**src/rtl/cpu_if_bridge.sv**
```systemverilog
// CPU-side bridge for the 16-bit CPU interface tile pins: OUT register, filtered IN with RX FIFO, IRQ.
// Optional: define CPU_IF_BRIDGE_TIMESTAMP_EN to tag each RX entry with a 15-bit push-time counter.
module cpu_if_bridge #(
  parameter int unsigned STABLE_CYCLES = 2,
  parameter int unsigned RX_DEPTH      = 4,
  parameter logic [15:0] OUT_RESET     = 16'h0000
) (
  input  logic        UserCLK,
  input  logic        resetn,
  input  logic        bus_valid,
  input  logic        bus_we,
  input  logic [1:0]  bus_addr,
  input  logic [31:0] bus_wdata,
  output logic [31:0] bus_rdata,
  output logic        bus_ready,
  output logic [15:0] fab_to,
  input  logic [15:0] fab_from,
  output logic        irq
);

  localparam int unsigned AW = $clog2(RX_DEPTH);
  localparam int unsigned CW = AW + 1;

  typedef enum logic {S_IDLE, S_RESP} bus_state_t;

  bus_state_t   r_state;
  logic         r_ready;
  logic [31:0]  r_rdata;
  logic [15:0]  r_out;
  logic         r_irq;
  logic         r_irq_en;
  logic         r_ovf;

  logic [15:0]  r_smp;
  logic [15:0]  r_cand;
  logic [15:0]  r_last;
  logic [7:0]   r_cnt;

  logic [15:0]  r_mem [RX_DEPTH];
  logic [AW-1:0] r_wp;
  logic [AW-1:0] r_rp;
  logic [CW-1:0] r_count;

`ifdef CPU_IF_BRIDGE_TIMESTAMP_EN
  logic [14:0]  r_ts;
  logic [14:0]  r_ts_mem [RX_DEPTH];
`endif

  logic         w_accept;
  logic         w_wr;
  logic         w_nonempty;
  logic         w_full;
  logic         w_push;
  logic         w_pop;
  logic         w_do_push;
  logic [4:0]   w_count5;
  logic [14:0]  w_head_ts;
  logic [31:0]  w_rd_data;
  logic         w_unused;

  assign w_unused   = ^bus_wdata[31:16];

  assign w_accept   = bus_valid && (r_state == S_IDLE);
  assign w_wr       = w_accept && bus_we;
  assign w_nonempty = (r_count != '0);
  assign w_full     = (r_count == CW'(RX_DEPTH));
  assign w_count5   = 5'(r_count);

  // Push fires only on the increment that reaches the threshold, and only for a new value.
  assign w_push     = (r_smp == r_cand) && (r_cnt < 8'(STABLE_CYCLES)) &&
                      ((r_cnt + 8'd1) == 8'(STABLE_CYCLES)) && (r_cand != r_last);
  assign w_pop      = w_accept && !bus_we && (bus_addr == 2'd2) && w_nonempty;
  assign w_do_push  = w_push && (!w_full || w_pop);

`ifdef CPU_IF_BRIDGE_TIMESTAMP_EN
  assign w_head_ts  = r_ts_mem[r_rp];
`else
  assign w_head_ts  = '0;
`endif

  always_comb begin
    w_rd_data = '0;
    case (bus_addr)
      2'd0: w_rd_data = {16'h0000, r_out};
      2'd1: w_rd_data = {16'h0000, r_smp};
      2'd2: w_rd_data = w_nonempty ? {w_head_ts, 1'b1, r_mem[r_rp]} : '0;
      2'd3: w_rd_data = {23'h0, w_count5, r_irq_en, r_ovf, w_full, w_nonempty};
      default: w_rd_data = '0;
    endcase
  end

  always_ff @(posedge UserCLK or negedge resetn) begin
    if (!resetn) begin
      r_state  <= S_IDLE;
      r_ready  <= 1'b0;
      r_rdata  <= '0;
      r_out    <= OUT_RESET;
      r_irq    <= 1'b0;
      r_irq_en <= 1'b0;
      r_ovf    <= 1'b0;
      r_smp    <= '0;
      r_cand   <= '0;
      r_last   <= '0;
      r_cnt    <= 8'(STABLE_CYCLES);
      r_wp     <= '0;
      r_rp     <= '0;
      r_count  <= '0;
    end else begin
      case (r_state)
        S_IDLE: begin
          if (w_accept) begin
            r_state <= S_RESP;
            r_ready <= 1'b1;
            r_rdata <= bus_we ? '0 : w_rd_data;
          end
        end
        S_RESP: begin
          r_state <= S_IDLE;
          r_ready <= 1'b0;
          r_rdata <= '0;
        end
        default: begin
          r_state <= S_IDLE;
          r_ready <= 1'b0;
          r_rdata <= '0;
        end
      endcase

      if (w_wr && (bus_addr == 2'd0)) r_out <= bus_wdata[15:0];
      if (w_wr && (bus_addr == 2'd3)) begin
        r_irq_en <= bus_wdata[3];
        if (bus_wdata[2]) r_ovf <= 1'b0;
      end
      // A fresh overflow on the same edge as a W1C wins.
      if (w_push && w_full && !w_pop) r_ovf <= 1'b1;

      r_smp <= fab_from;
      if (r_smp != r_cand) begin
        r_cand <= r_smp;
        r_cnt  <= '0;
      end else if (r_cnt < 8'(STABLE_CYCLES)) begin
        r_cnt <= r_cnt + 8'd1;
      end
      if (w_push) r_last <= r_cand;

      if (w_do_push) r_wp <= r_wp + 1'b1;
      if (w_pop)     r_rp <= r_rp + 1'b1;
      case ({w_do_push, w_pop})
        2'b10:   r_count <= r_count + 1'b1;
        2'b01:   r_count <= r_count - 1'b1;
        default: r_count <= r_count;
      endcase

      r_irq <= r_irq_en && (w_nonempty || r_ovf);
    end
  end

  always_ff @(posedge UserCLK) begin
    if (w_do_push) r_mem[r_wp] <= r_cand;
  end

`ifdef CPU_IF_BRIDGE_TIMESTAMP_EN
  always_ff @(posedge UserCLK or negedge resetn) begin
    if (!resetn) r_ts <= '0;
    else         r_ts <= r_ts + 15'd1;
  end

  always_ff @(posedge UserCLK) begin
    if (w_do_push) r_ts_mem[r_wp] <= r_ts;
  end
`endif

  assign bus_rdata = r_rdata;
  assign bus_ready = r_ready;
  assign fab_to    = r_out;
  assign irq       = r_irq;

endmodule
```
**config.mk**
```make
export PLATFORM = sky130hd
export DESIGN_NAME = cpu_if_bridge
export DESIGN_NICKNAME = d
export VERILOG_FILES = /design/src/rtl/cpu_if_bridge.sv
export SDC_FILE = /design/constraint.sdc
export NUM_CORES = 1
export LEC_CHECK = 0
export ABC_AREA = 1
export CAP_MARGIN = 20
export CORE_MARGIN = 2
export CORE_UTILIZATION = 55
export CTS_CLUSTER_SIZE = 30
export DETAILED_ROUTE_END_ITERATION = 10
export PLACE_DENSITY = 0.8
export SETUP_SLACK_MARGIN = 0.15
export SYNTH_ARGS = -nofsm -noshare
export SYNTH_HDL_FRONTEND = slang
export SYNTH_SLANG_ARGS = --single-unit
```
**constraint.sdc**
```tcl
create_clock -name UserCLK -period 3.04 [get_ports UserCLK]
set_input_delay 0.912 -clock UserCLK [delete_from_list [all_inputs] [get_ports UserCLK]]
set_output_delay 0.912 -clock UserCLK [all_outputs]
set_load 0.01 [all_outputs]
```
Word-level counts from Yosys, hierarchy flattened. Memory sizes are Yosys's and may differ from the RTL's. Cells that the tools add are included. Widths: inputs -> output; s select.

RAM bits: 64. Memories: 1. Flip-flop bits (word level): 116. Output and inout bits: 50.

Reduce and logical (&&, ||, !) cells: 26. Bitwise logic cells: 1. Eq/ne operators: 11. Magnitude comparators: 1. Multiplexer cells: 17. Add/sub/neg operators: 5.

Memories: r_mem (words 4, bits a word 16, rd ports 1, clocked after memory_dff 0, wr ports 1, RTL line 39) `logic [15:0] r_mem [RX_DEPTH];`.

Operator list (count): $pmux 32 s4 (1); $mux 32 (2); $pmux 32 s2 (1); $ne 16x16->1 (2); $mux 17 (1); $eq 16x16->1 (1); $mux 8 (2); $logic_and 1x1->1 (14); $add 8x1->8 const B (1); $eq 8x2->1 const B (1); $lt 8x2->1 const B (1); $reduce_bool 2->1 (4); $mux 1 (7); $eq 2x2->1 const B (3); $pmux 3 s2 (1); $add 2x1->2 const B (2); $eq 2x1->1 const B (2); $pmux 1 s2 (2); $add 3x1->3 const B (1); $eq 3x3->1 const B (1); $logic_not 1->1 (3); $reduce_bool 3->1 (1); $sub 3x1->3 const B (1); $logic_not 2->1 (1); 4 further kinds (5).

Depth between registers and ports, before layout.
Depth in word-level cells: 9. Gate-level depth with buffers: 16.

Least setup slack after synthesis. No wires, ideal clock.

Kind: input to register. From: in bus_valid. To: mem r_mem[0][0] (enable). Cell stages on the path: 8. Arrival: 2522 ps. Data required time: 2651 ps. Buffers on the path: 0. Setup slack: 130 ps. Path through: inv_2 > nor2_1 > inv_1 > nor2_2 > nand2_1 > nand2_1 > nand3_2 > nor2_1.

Longest elaborated chain between the ends: 8.

Ends and longest elaborated chain: start, declared (RTL line 10) `input logic bus_valid,`; $logic_and 1x1->1 (RTL line 63) `assign w_accept = bus_valid && (r_state == S_IDLE);`; $logic_and 1x1->1 (3 in a row) (RTL line 72) `assign w_pop = w_accept && !bus_we && (bus_addr == 2'd2) && w_nonempty;`; $logic_or 1x1->1 (RTL line 73) `assign w_do_push = w_push && (!w_full || w_pop);`; $logic_and 1x1->1 (RTL line 73); $mux 1 (RTL line 159) `if (w_do_push) r_mem[r_wp] <= r_cand;`; $mux 1 (implied by the code) (RTL line 159); end, declared (RTL line 39).

No other way between the ends.

Worst setup path in the final report.
From: in bus_valid. To: reg r_count[2].

Longest elaborated chain between the ends: 8. Elaborated cells between the ends (all ways): 10. Those cells by class: eq/ne: 2; mux: 1; reduce/logical: 7.

Ends and longest elaborated chain: $logic_and 1x1->1 (*) (RTL line 63); $logic_and 1x1->1 (*) (3 in a row) (RTL line 72); via w_pop (RTL line 54) `logic w_pop;`; $logic_or 1x1->1 (RTL line 73); $logic_and 1x1->1 (RTL line 73); $eq 2x1->1 or $eq 2x2->1 (tied branches) (RTL line 148) `case ({w_do_push, w_pop})`; $pmux 3 s2 or $reduce_bool 2->1 (tied branches); end signal, assigned (RTL line 149) `2'b10: r_count <= r_count + 1'b1;`; end signal, assigned (RTL line 150) `2'b01: r_count <= r_count - 1'b1;`; end signal, assigned (RTL line 151) `default: r_count <= r_count;`; end, declared (RTL line 42) `logic [CW-1:0] r_count;`.

The timed path passes the listed nets; every way through them passes the cells marked *. A chain may end at the register's enable or synchronous reset.

==> impl_metrics.yaml <==
cts:
  post_cts.repair.setup_buffers: 0
  cts_root_buf: "sky130_fd_sc_hd__clkbuf_16"
  tritoncts_clock_tree: "done"
  worst_setup_hold_path_clk_slew_ns: 0.06
  cts.htree.levels: 4
  tritoncts_num_sinks: 165
  post_cts.resized_instances: 0
  cts_buffers: 17
  clk_latency_worst_skew_pair_ns: 0.43
  hold_buffer_count_at_cts: 0
  clock_tree.buffer_depth: 2
synth:
  netlist_top_cells_area: "sky130_fd_sc_hd__dfrtp_1, sky130_fd_sc_hd__edfxtp_1, sky130_fd_sc_hd__nand2_1, sky130_fd_sc_hd__nor2_1, sky130_fd_sc_hd__inv_1"
  netlist-cell-type-count: 39
  seq_total_area_yosys: 0.611
  post-synth-top-area-cell: "sky130_fd_sc_hd__dfrtp_1"
  yosysTopAreaCellShare: 0.344
  ys_warn_count: 0
  register_bit_total_from_synthesis: 165
  post_synth_instance_area_sq_um: 7280
  syn_area_per_cell_sq_um: 9.97
  synth_edf_count: 64
  synthesis.instances: 730
  synth_flop_cell: "sky130_fd_sc_hd__dfrtp_1"
  asyncSetResetFlopFracSynth: 0.612
drt:
  drt_wl_total_microns: 16800
  dr_total_vias: 5362
  remaining_drc_errors: 0
  ant_nets: 0
  detail_route.vias_per_cell: 5.36
  initial_drc_count: 441
  dr.pass1.iters: 5
  detail_route.wl_per_cell_microns: 16.8
timing:
  final_min_period_over_clock_period: 0.885
  fin_worst_hold_slack_ns: 0.407
  maxSlewViolCount: 0
  final.setup_skew_ns: 0.00721
  final-hold-violation-count: 0
  finalCriticalPeriod_ns: 2.69
  finalWorstSetupSlack_ns: 0.349
  fmaxAchievable_mhz: 372
  timing.max_slew.rel_slack: 0.506
  grt_setup_unrepaired: "false"
  tightestPinTransition_ns: 0.736
  final_setup_violating_endpoints: 0
power_and_ir_drop:
  total_leakage_power_nw: 3.93
  power_density_nw_per_um2: 653
  ir_drop_uv: 424
global_route:
  grt_max_degree: 62
  globalRoute.busiestLayer: "met2"
  grt_first_pass_wirelength_microns: 27000
  globalRoute.totalOverflow: 0
  antenna_found_initial: 0
  met2_usage: 0.403
  use_met3: 0.0541
  grtUsageMet1: 0.342
  first_global_vias: 5254
  gr-usage-all-layers: 0.252
job:
  cap_violations: 0
min_path:
  cell_depth_of_the_worst_min_delay_path: 0
  worst_hold_path_type: "reg2reg"
placed_design:
  placement.io_buffers: 72
  place.detailed.instances: 968
  place_ws_ns: -0.0344
  place.gp.congestion: 0.964
  dp.final_hpwl_microns: 11800
critical_path:
  crit_path_max_fanout: 3
  crit_family: "buffers and inverters"
  critical_path.cell_chain: "clkdlybuf4s50_1 > inv_2 > nor2_1 > inv_1 > nor2_2 > nand2_1 > inv_1 > ha_1 > inv_1 > fa_1 > a21oi_1 > o21ai_0 > xor2_1"
  criticalPathCategory: "in2reg"
  worst-endpoint-required_ns: 3.34
  max_stage_delay_ns: 0.47
  setup.worst_path.start_class: "input pin"
  worstPathBufferInverterCount: 5
  worst_r2r_path_cells: 15
  endpoint_kind: "flip-flop"
  critical_path.most_common_cell: "sky130_fd_sc_hd__inv_1"
  slowest_stage: "sky130_fd_sc_hd__clkdlybuf4s50_1"
  worst-path-stages: 13
  arrival_worst_endpoint_ns: 2.99
die:
  floorplan.initialDensity: 0.556
  die_area_sq_um: 14200
  io-pin-count: 104
  coreArea_sq_um: 13100
  die_h_microns: 119
  die-width_microns: 119
  placementRows: 42
layout:
  diodes: 0
  multi_input_gate_area_sq_um: 2350
  final_core_utilization: 0.675
  fillCellCount: 959
  layout.nets: 873
  layout.area.seq_sq_um: 4450
  share_of_post_route_cells_with_drive_strength_above_1: 0.103
  finalNonFillerCells: 1000
  area.growth.synth_to_final_pct: 21.4
outcome:
  run_status: "finished, final reports clean"
## synthesized netlist by cell type, types with 3 or more instances
library cell               count
sky130_fd_sc_hd__a221oi_1      6
sky130_fd_sc_hd__o21ai_0      43
sky130_fd_sc_hd__edfxtp_1     64
sky130_fd_sc_hd__inv_2         5
sky130_fd_sc_hd__nor2_2        3
sky130_fd_sc_hd__clkbuf_1     31
sky130_fd_sc_hd__o22ai_1       7
sky130_fd_sc_hd__buf_4        18
sky130_fd_sc_hd__nand2_1     158
sky130_fd_sc_hd__xor2_1       17
sky130_fd_sc_hd__o211ai_1     22
sky130_fd_sc_hd__mux2i_1       6
sky130_fd_sc_hd__nor2_1       92
sky130_fd_sc_hd__a21oi_1       6
sky130_fd_sc_hd__mux2_2       12
sky130_fd_sc_hd__dfrtp_1     100
sky130_fd_sc_hd__inv_1        60
sky130_fd_sc_hd__buf_2         3
sky130_fd_sc_hd__nand3_1      45
sky130_fd_sc_hd__ha_1          7
## sequential cells by signal (all words and copies together) (netlist names)
name / cells
bus_rdata: 17
bus_ready: 1
fab_to: 16
irq: 1
r_cand: 16
r_cnt: 8
r_count: 3
r_irq_en: 1
r_last: 16
r_mem: 64
r_ovf: 1
r_rp: 2
r_smp: 16
r_state: 1
r_wp: 2
## worst register-to-register path: stages (launching register included)
cell and delay, ns:
sky130_fd_sc_hd__dfstp_2 0.57, sky130_fd_sc_hd__ha_1 0.23, sky130_fd_sc_hd__nand3_1 0.17, sky130_fd_sc_hd__nor2_1 0.12
sky130_fd_sc_hd__nand2_1 0.06, sky130_fd_sc_hd__nand2_1 0.08, sky130_fd_sc_hd__nor2_2 0.05, sky130_fd_sc_hd__nand2_2 0.11
sky130_fd_sc_hd__nor2_8 0.05, sky130_fd_sc_hd__nand3_2 0.07, sky130_fd_sc_hd__ha_1 0.14, sky130_fd_sc_hd__inv_1 0.06
sky130_fd_sc_hd__fa_1 0.38, sky130_fd_sc_hd__a21oi_1 0.15, sky130_fd_sc_hd__o21ai_0 0.12, sky130_fd_sc_hd__xor2_1 0.16
## layer usage
layer,up-vias,wire (microns),share of wire
met5,-,0,0
met4,0,376,0.022
met3,32,900,0.054
met2,187,8220,0.49
met1,2613,7310,0.44
li1,2530,-,-
## power breakdown
| group | internal (W) | total, W | switching [W] | leakage, nW |
|---|---|---|---|---|
| Sequential | 0.00245 | 0.00263 | 0.000183 | 1.85 |
| Clock | 0.00121 | 0.00206 | 0.000851 | 0.264 |
| Combinational | 0.000473 | 0.00108 | 0.000611 | 1.81 |
| Total | 0.00413 | 0.00577 | 0.00165 | 3.93 |
## metrics by stage
stage | setup TNS [ns] | power, W | cell area, sq um
after floorplan | 0 | 0.00325 | 7330
after global placement | -0.0193 | 0.00369 | 8270
after detailed placement | -0.0344 | 0.00374 | 8270
after CTS | 0 | 0.00578 | 8840
after global routing | 0 | 0.00604 | 8840
final | 0 | 0.00577 | 8840
## area by class of cell
type                    count  area share
clock inverters            12      0.0147
flip-flops and latches    165       0.504
clock buffers              20      0.0494
well taps                 176      0.0249
multi-input cells         459       0.266
repair buffers            101       0.113
inverters                  67      0.0285
## path summary, 6_finish.rpt
check	to	from	slack, ns
worst max register to register	r_count[2]$_DFFE_PN0P_	r_cnt[1]$_DFFE_PN1P_	0.40
worst min register to register	r_cand[11]$_DFFE_PN0N_	r_smp[11]$_DFF_PN0_	0.41
worst max-delay path	r_count[2]$_DFFE_PN0P_	bus_valid	0.35
worst min-delay path	r_cand[11]$_DFFE_PN0N_	r_smp[11]$_DFF_PN0_	0.41
min in group asynchronous	bus_rdata[11]$_DFFE_PN0P_	resetn	0.45
max in group asynchronous	r_cnt[1]$_DFFE_PN1P_	resetn	1.79
## cells by family after synthesis
group | Yosys count | share of synthesized area
fa+ha+maj | 8 | 0.0148
other cells | 1 | 0.000515
compound gates | 90 | 0.0753
flops | 165 | 0.611
xor+xnor | 18 | 0.0217
mux | 18 | 0.0268
simple gates | 310 | 0.177
buf+inv | 120 | 0.0727
## cells in the final DEF (no fill, tap or decap), types with 7 or more instances in the layout
| master | n |
|---|---|
| sky130_fd_sc_hd__nor2_1 | 92 |
| sky130_fd_sc_hd__nand3_1 | 45 |
| sky130_fd_sc_hd__dfrtp_1 | 100 |
| sky130_fd_sc_hd__xor2_1 | 17 |
| sky130_fd_sc_hd__clkdlybuf4s50_1 | 71 |
| sky130_fd_sc_hd__inv_1 | 60 |
| sky130_fd_sc_hd__o211ai_1 | 22 |
| sky130_fd_sc_hd__nand2_1 | 158 |
| sky130_fd_sc_hd__mux2_2 | 12 |
| sky130_fd_sc_hd__clkbuf_16 | 17 |
| sky130_fd_sc_hd__buf_4 | 25 |
| sky130_fd_sc_hd__conb_1 | 15 |
| sky130_fd_sc_hd__ha_1 | 7 |
| sky130_fd_sc_hd__o21ai_0 | 43 |
| sky130_fd_sc_hd__o22ai_1 | 7 |
| sky130_fd_sc_hd__edfxtp_1 | 64 |
Note: power is estimated with default switching activity, not from simulation.
